<file path="src/rtl/instr_mem_sync_pkg.sv">
`default_nettype none
// ============================================================================
// Module      : instr_mem_sync_pkg
// Description : Shared constants for the clocked instruction memory and the
//               MIPS opcode fields used to assemble test programs.
// Revision    : 1.0 - initial release
// ============================================================================
package instr_mem_sync_pkg;

    localparam logic [0:0]  c_ST_CLEAR    = 1'b0;
    localparam logic [0:0]  c_ST_RUN      = 1'b1;

    localparam logic [31:0] c_NOP_DEFAULT = 32'h0000_0000;

    localparam logic [5:0]  c_OP_RTYPE    = 6'h00;
    localparam logic [5:0]  c_OP_ORI      = 6'h0D;
    localparam logic [5:0]  c_OP_ADDI     = 6'h08;
    localparam logic [5:0]  c_OP_BGTZ     = 6'h07;
    localparam logic [5:0]  c_FN_ADD      = 6'h20;

endpackage
`default_nettype wire

</file>
<file path="src/rtl/instr_mem_sync_ram.sv">
`default_nettype none
// ============================================================================
// Module      : imem_ram
// Description : DEPTH x DATA_W synchronous RAM, one write and one read port,
//               read-first on a same-address collision.
// Revision    : 1.0 - initial release
// ============================================================================
module imem_ram #(
    parameter int DATA_W = 32,
    parameter int ADDR_W = 5,
    parameter int DEPTH  = 32
) (
    input  logic              clk,
    input  logic              i_we,
    input  logic [ADDR_W-1:0] i_waddr,
    input  logic [DATA_W-1:0] i_wdata,
    input  logic              i_re,
    input  logic [ADDR_W-1:0] i_raddr,
    output logic [DATA_W-1:0] o_rdata
);

    logic [DATA_W-1:0] r_mem [0:DEPTH-1];
    logic [DATA_W-1:0] r_rdata;

    // Both accesses sit in one block so the read samples the pre-write word.
    always_ff @(posedge clk) begin
        if (i_re) begin
            r_rdata <= r_mem[i_raddr];
        end
        if (i_we) begin
            r_mem[i_waddr] <= i_wdata;
        end
    end

    assign o_rdata = r_rdata;

endmodule
`default_nettype wire

</file>
<file path="src/rtl/instr_mem_sync.sv">
`default_nettype none
// ============================================================================
// Module      : instr_mem_sync
// Description : Clocked instruction memory with fetch handshake/stall, a
//               program-load port and a post-reset clear sequence.
// Revision    : 1.0 - initial release
// ============================================================================
module instr_mem_sync
    import instr_mem_sync_pkg::*;
#(
    parameter int          DATA_W   = 32,
    parameter int          ADDR_W   = 5,
    parameter int          DEPTH    = 32,
    parameter logic [DATA_W-1:0] NOP_WORD = DATA_W'(c_NOP_DEFAULT)
) (
    input  logic              clk,
    input  logic              rst,
    input  logic              fetch_req,
    input  logic [ADDR_W-1:0] pc,
    input  logic              stall,
    input  logic              load_we,
    input  logic [ADDR_W-1:0] load_addr,
    input  logic [DATA_W-1:0] load_data,
    output logic [DATA_W-1:0] ir,
    output logic              ir_valid,
    output logic              fetch_fault,
    output logic              load_err,
    output logic              busy
);

    localparam logic [ADDR_W:0] c_DEPTH = (ADDR_W+1)'(DEPTH);
    localparam logic [ADDR_W:0] c_LAST  = (ADDR_W+1)'(DEPTH - 1);

    logic [0:0]        r_state;
    logic [ADDR_W:0]   r_cnt;
    logic              r_ir_nop;
    logic              r_ir_valid;
    logic              r_fault;
    logic              r_load_err;

    logic              w_clear;
    logic              w_run;
    logic              w_pc_ok;
    logic              w_ld_ok;
    logic              w_accept;
    logic              w_we;
    logic [ADDR_W-1:0] w_waddr;
    logic [DATA_W-1:0] w_wdata;
    logic [DATA_W-1:0] w_rdata;

    assign w_clear  = (r_state == c_ST_CLEAR);
    assign w_run    = (r_state == c_ST_RUN);
    assign w_pc_ok  = ({1'b0, pc} < c_DEPTH);
    assign w_ld_ok  = ({1'b0, load_addr} < c_DEPTH);
    assign w_accept = w_run & fetch_req & ~stall;

    // The clear sequence owns the write port; loads are only honoured in RUN.
    assign w_we    = ~rst & (w_clear | (w_run & load_we & w_ld_ok));
    assign w_waddr = w_clear ? r_cnt[ADDR_W-1:0] : load_addr;
    assign w_wdata = w_clear ? NOP_WORD : load_data;

    imem_ram #(
        .DATA_W (DATA_W),
        .ADDR_W (ADDR_W),
        .DEPTH  (DEPTH)
    ) u_ram (
        .clk     (clk),
        .i_we    (w_we),
        .i_waddr (w_waddr),
        .i_wdata (w_wdata),
        .i_re    (w_accept & w_pc_ok),
        .i_raddr (pc),
        .o_rdata (w_rdata)
    );

    always_ff @(posedge clk) begin
        if (rst) begin
            r_state    <= c_ST_CLEAR;
            r_cnt      <= '0;
            r_ir_nop   <= 1'b1;
            r_ir_valid <= 1'b0;
            r_fault    <= 1'b0;
            r_load_err <= 1'b0;
        end else begin
            r_load_err <= w_run & load_we & ~w_ld_ok;
            if (w_clear) begin
                r_cnt      <= r_cnt + 1'b1;
                r_ir_valid <= 1'b0;
                r_fault    <= 1'b0;
                if (r_cnt == c_LAST) begin
                    r_state <= c_ST_RUN;
                end
            end else if (!stall) begin
                r_ir_valid <= fetch_req;
                r_fault    <= fetch_req & ~w_pc_ok;
                // A faulted fetch presents NOP; an idle cycle keeps the last ir.
                if (fetch_req) begin
                    r_ir_nop <= ~w_pc_ok;
                end
            end
        end
    end

    assign ir          = r_ir_nop ? NOP_WORD : w_rdata;
    assign ir_valid    = r_ir_valid;
    assign fetch_fault = r_fault;
    assign load_err    = r_load_err;
    assign busy        = w_clear;

endmodule
`default_nettype wire
</file>
<file path="config.mk">
export PLATFORM = sky130hd
export DESIGN_NAME = instr_mem_sync
export DESIGN_NICKNAME = d
export VERILOG_FILES = /design/src/rtl/instr_mem_sync_pkg.sv /design/src/rtl/instr_mem_sync_ram.sv /design/src/rtl/instr_mem_sync.sv
export SDC_FILE = /design/constraint.sdc
export NUM_CORES = 1
export LEC_CHECK = 0
export CAP_MARGIN = 20
export CORE_MARGIN = 2
export CORE_UTILIZATION = 45
export CTS_BUF_LIST = sky130_fd_sc_hd__clkbuf_2 sky130_fd_sc_hd__clkbuf_4 sky130_fd_sc_hd__clkbuf_8
export DETAILED_ROUTE_END_ITERATION = 10
export PLACE_DENSITY = 0.7
export SLEW_MARGIN = 20
export SYNTH_ARGS = -nofsm -noshare
export SYNTH_HDL_FRONTEND = slang
export SYNTH_SLANG_ARGS = --single-unit
</file>
<file path="constraint.sdc">
create_clock -name clk -period 7.8 [get_ports clk]
set_clock_uncertainty 0.2 [all_clocks]
set_input_delay 1.95 -clock clk [delete_from_list [all_inputs] [get_ports clk]]
set_output_delay 1.95 -clock clk [all_outputs]
set_load 0.02 [all_outputs]
</file>
# Yosys cells after proc, flatten, opt, wreduce, memory -nomap -nowiden
# Memory sizes are Yosys's and may differ from the RTL's. A register that Yosys moved wholly into a read port is not among the register bits.
# Index checks and enable logic that the tools add are counted.
[op_classes]
muxes = 7
n_eq_ne = 1
addsub = 1
bitwise = 8
reduce_logical = 2
[ops]
columns = ["cell", "n"]
rows = [
  ["$mux W32", 2],
  ["$add A6 B1 Y6 const B", 1],
  ["$eq A6 B5 Y1 const B", 1],
  ["$mux W5", 1],
  ["$and A1 B1 Y1", 4],
  ["$mux W1", 4],
  ["$not A1 Y1", 3],
  ["$reduce_and A3 Y1", 1],
  ["$reduce_or A2 Y1", 1],
  ["$or A1 B1 Y1", 1],
]
[totals]
n_memories = 1
ram_bits = 1024
inputBits = 47
word_cells = 24
register_bits = 9
out_inout_bits = 36
[memory_table]
columns = ["name", "depth", "width", "read_ports", "rd_ports_with_merged_regs", "wr", "line_no", "rtl"]
rows = [
  ["u_ram.r_mem", 32, 32, 1, 1, 1, "instr_mem_sync_ram.sv:22", "logic [DATA_W-1:0] r_mem [0:DEPTH-1];"],
]

# Depth between registers and ports, before layout
[depth]
ltp_word = 5
ltp_mapped = 8
mapped_depth_nobuf = 5

# Modules after synthesis
# A second synthesis with hierarchy kept.
[unflattened]
hier_cells = 2383
area_unflattened_um2 = 41698.7
[by_module_without_submodules]
columns = ["mod", "cells_each", "area_per_inst_um2", "seq_area_each_um2", "n_inst"]
rows = [
  ["imem_ram", 2260, 40805.4, 31710.4, 1],
  ["instr_mem_sync", 123, 893.4, 180.2, 1],
]

# Worst setup path before layout
# Ideal clock, no wire load.
[synth_timing]
kind = "input to register"
start = "in load_addr[4]"
end = "mem u_ram.r_mem[0][0], enable pin"
required_time_ns = 7.179
slack_ns = 3.323
cell_stages = 4
path_buffers = 0
setup_ns = 0.421
arrival_ns = 3.856
path_cell_list = "nand2_1 > a21boi_0 > nand2_1 > nor2_1"
[synth_via]
elab_chain_len = 1
[synth_lines]
columns = ["element", "line_no", "rtl"]
rows = [
  ["start: declaration", "instr_mem_sync.sv:22", "input logic [ADDR_W-1:0] load_addr,"],
  ["$mux W5", "instr_mem_sync.sv:59", "assign w_waddr = w_clear ? r_cnt[ADDR_W-1:0] : load_addr;"],
  ["end: declaration", "instr_mem_sync_ram.sv:22", ""],
]
# Every way passes these cells.

# Final worst setup path
[layout_timing]
start = "reg r_state"
end = "out busy"
[layout_via]
elab_chain_len = 1
[layout_lines]
columns = ["element", "line_no", "rtl"]
rows = [
  ["start: declaration", "instr_mem_sync.sv:34", "logic [0:0] r_state;"],
  ["start signal: assignment", "instr_mem_sync.sv:78", "r_state <= c_ST_CLEAR;"],
  ["start signal: assignment", "instr_mem_sync.sv:91", "r_state <= c_ST_RUN;"],
  ["$not A1 Y1 (no line)", "--", ""],
  ["end: declaration", "instr_mem_sync.sv:28", "output logic busy"],
]
# Every way passes these cells.

==> insert_results.sql <==
INSERT INTO impl_metrics (metric_group, metric, value, unit) VALUES
('outcome', 'status', 'finished clean', ''),
('yosys', 'flip_flop_cell_with_the_highest_count_after_synthesis', 'edfxtp_1', ''),
('floorplan', 'die_w', '309', 'um'),
('placement', 'pre_cts_ws', '2580', 'ps'),
('floorplan', 'floorplan.io_pins', '83', ''),
('layout', 'finalInstanceArea', '47200', 'um^2'),
('sta', 'slew_violations', '0', ''),
('run', 'max-cap-violations', '0', ''),
('cts', 'cts.root.buffer_cell', 'clkbuf_8', ''),
('sta', 'grt_setup_unrepaired', 'false', ''),
('detailed_routing', 'first_pass_detailed_route_iteration_total', '5', ''),
('sta', 'finalWorstSetupSlack', '3090', 'ps'),
('layout', 'sequential_cell_area', '31900', 'um^2'),
('global_routing', 'first_pass_grt_wire_length', '154000', 'um'),
('yosys', 'netlist_area', '41700', 'um^2'),
('yosys', 'syn_avg_cell_area', '17.4', 'um^2'),
('critical_path', 'timing.critical_path.fanout_max', '34', ''),
('placement', 'routabilityCongestion', '0.814', ''),
('critical_path', 'critical_path.cell_chain', 'buf_4, inv_2, clkdlybuf4s50_1', ''),
('cts', 'clock_sink_count', '1065', ''),
('sta', 'worst_pin_slew', '1150', 'ps'),
('critical_path', 'crit-reg2reg-launch', 'r_state', ''),
('layout', 'num-fill-cells', '7289', ''),
('floorplan', 'die_area', '95200', 'um^2'),
('yosys', 'postSynthRegisterBits', '1065', ''),
('critical_path', 'setup.worst_path.class', 'reg2out', ''),
('critical_path', 'timing.critical_path.slowest_cell_delay', '580', 'ps'),
('critical_path', 'minimum_setup_slack_among_reg_to_reg_paths', '3970', 'ps'),
('power_and_ir_drop', 'internal-power', '8700', 'uW'),
('yosys', 'yosysMostFrequentCell', 'edfxtp_1', ''),
('cts', 'ctsHtreeMaxLevel', '4', ''),
('floorplan', 'core', '91800', 'um^2'),
('hold_path', 'hp-start', 'r_cnt[0]', ''),
('floorplan', 'initial_core_util', '0.454', ''),
('floorplan', 'die_h', '309', 'um'),
('detailed_routing', 'drtIter0Drc', '2591', ''),
('detailed_routing', 'drc_errors', '0', ''),
('power_and_ir_drop', 'fin_total_pwr', '11100', 'uW'),
('yosys', 'post_synth_num_cell_types', '36', ''),
('yosys', 'synth_enable_flop_cells', '1056', ''),
('detailed_routing', 'post_drt_via_cell_ratio', '5.77', ''),
('cts', 'clock_path_buffers', '3', ''),
('critical_path', 'cell_family_contributing_the_most_delay_on_the_critical_path', 'buffers and inverters', ''),
('layout', 'post_route_cells_drive_above_1_share', '0.141', ''),
('global_routing', 'grt_pass1_vias', '23000', ''),
('detailed_routing', 'wl_per_cell', '27.2', 'um'),
('detailed_routing', 'wl', '107000', 'um'),
('sta', 'period_share', '0.604', ''),
('cts', 'postCtsSetupRepairBufs', '0', ''),
('placement', 'dpl-instance-area', '44000', 'um^2'),
('critical_path', 'cp-start-kind', 'flip-flop', ''),
('floorplan', 'row_count', '111', ''),
('critical_path', 'cpMaxStageDelayCell', 'clkdlybuf4s50_1', ''),
('hold_path', 'hold_end', 'r_cnt[0]', ''),
('global_routing', 'initial_antenna_violation_count', '3', ''),
('global_routing', 'track_usage', '0.225', ''),
('power_and_ir_drop', 'power.static_leakage', '0.0160', 'uW'),
('critical_path', 'regToRegEndpoint', 'u_ram.r_mem[25][29]', ''),
('critical_path', 'worstRegToRegCells', '6', ''),
('yosys', 'yosysSeqAreaShare', '0.764', ''),
('detailed_routing', 'via_count', '22700', ''),
('cts', 'numCtsBuffers', '164', ''),
('sta', 'totalNegativeSetupSlack', '0', 'ps'),
('detailed_routing', 'route.antenna.remaining_nets', '0', ''),
('power_and_ir_drop', 'power.share.combinational', '0.043', ''),
('yosys', 'ys_async_sr_fraction', '0', ''),
('power_and_ir_drop', 'p_sw', '2450', 'uW'),
('power_and_ir_drop', 'power.ir.vdd_worst', '0.000119', 'V'),
('layout', 'final_nets', '2612', ''),
('placement', 'buffer_ports.inserted', '80', ''),
('hold_path', 'min_path_type', 'reg2reg', '');
cell families after synthesis:
family | share of synthesized area
AO/OA/AOI/OAI | 0.0492
flip-flops | 0.764
XOR/XNOR | 0.000630
adder cells (fa/ha/maj) | 0.000300
AND/OR/NAND/NOR | 0.0416
multiplexers | 0.123
buffers and inverters | 0.0206
other | 0.0000899
per-stage QoR:
step	std cells	util
4_1_cts	3929	0.514
6_report	3934	0.514
5_1_grt	3934	0.514
3_5_place_dp	3638	0.480
2_1_floorplan	2394	-
3_3_place_gp	3636	0.479
sequential cells by signal, indices dropped and copies added, names as in the netlist:
register       cells
u_ram.r_mem     1024
u_ram.o_rdata     32
r_cnt              6
ir_valid           1
r_ir_nop           1
r_state            1
layout by cell type (no fill, tap or decap), types with 3 or more instances in the layout:
cell / Yosys / layout
edfxtp_1: 1056 / 1056
mux2i_1: 514 / 514
clkbuf_8: 0 / 164
nand2_1: 113 / 112
a21oi_1: 99 / 99
nand3_1: 99 / 99
a22oi_1: 96 / 96
clkdlybuf4s50_1: 0 / 79
a22o_1: 64 / 64
buf_4: 24 / 52
clkbuf_4: 2 / 48
clkinv_1: 0 / 45
nor2b_1: 38 / 36
nor3_1: 34 / 34
nor2_4: 0 / 33
a31oi_1: 32 / 32
and2_2: 0 / 25
clkinv_2: 0 / 17
nor2_1: 42 / 9
and2_1: 34 / 8
dfxtp_1: 9 / 7
buf_12: 0 / 6
inv_6: 0 / 5
buf_8: 0 / 5
clkinv_8: 0 / 4
clkinvlp_4: 0 / 4
inv_1: 3 / 3
o21ai_0: 3 / 3
layout make-up:
class	instances	share of cell area
antenna	2	0.000106
clock buffer	212	0.0554
clock inverter	79	0.0101
inverter	4	0.000318
multi-input combinational	1187	0.197
sequential	1065	0.675
tap	1243	0.0329
timing repair buffer	142	0.0291
layer usage:
metal | GRT usage | vias to the layer above | part of all wire
li1 | - | 9773 | -
met1 | 0.300 | 11500 | 0.39
met2 | 0.367 | 1216 | 0.49
met3 | 0.0476 | 190 | 0.092
met4 | 0.0761 | 0 | 0.028
met5 | 0 | - | 0
worst reg2reg max path: stages, from the launching register on:
cell	delay (ps)
dfxtp_2	490
buf_4	480
mux2i_1	290
nor2b_1	200
nand2_1	440
nor2_4	990
buf_4	400
power groups by stage:
| stage | logic [uW] | registers (uW) | clock network [uW] |
|---|---|---|---|
| after floorplan | 321 | 6370 | 0 |
| after global placement | 472 | 6370 | 0 |
| after detailed placement | 477 | 6370 | 0 |
| after CTS | 479 | 6250 | 4460 |
| after global routing | 507 | 6250 | 4700 |
| final | 483 | 6250 | 4410 |
worst max-delay path by stage:
stage / startpoint / to / slack (ps) / depth (start not counted)
6_report: r_state / busy / 3090 / 3
5_1_grt: r_state / busy / 3000 / 3
4_1_cts: r_state / busy / 3050 / 3
3_5_place_dp: rst / u_ram.r_mem[27][19] / 2580 / 5
3_3_place_gp: rst / u_ram.r_mem[27][19] / 2620 / 5
2_1_floorplan: load_addr[4] / u_ram.r_mem[0][0] / 3320 / 4
(Power assumes the default switching activity.)
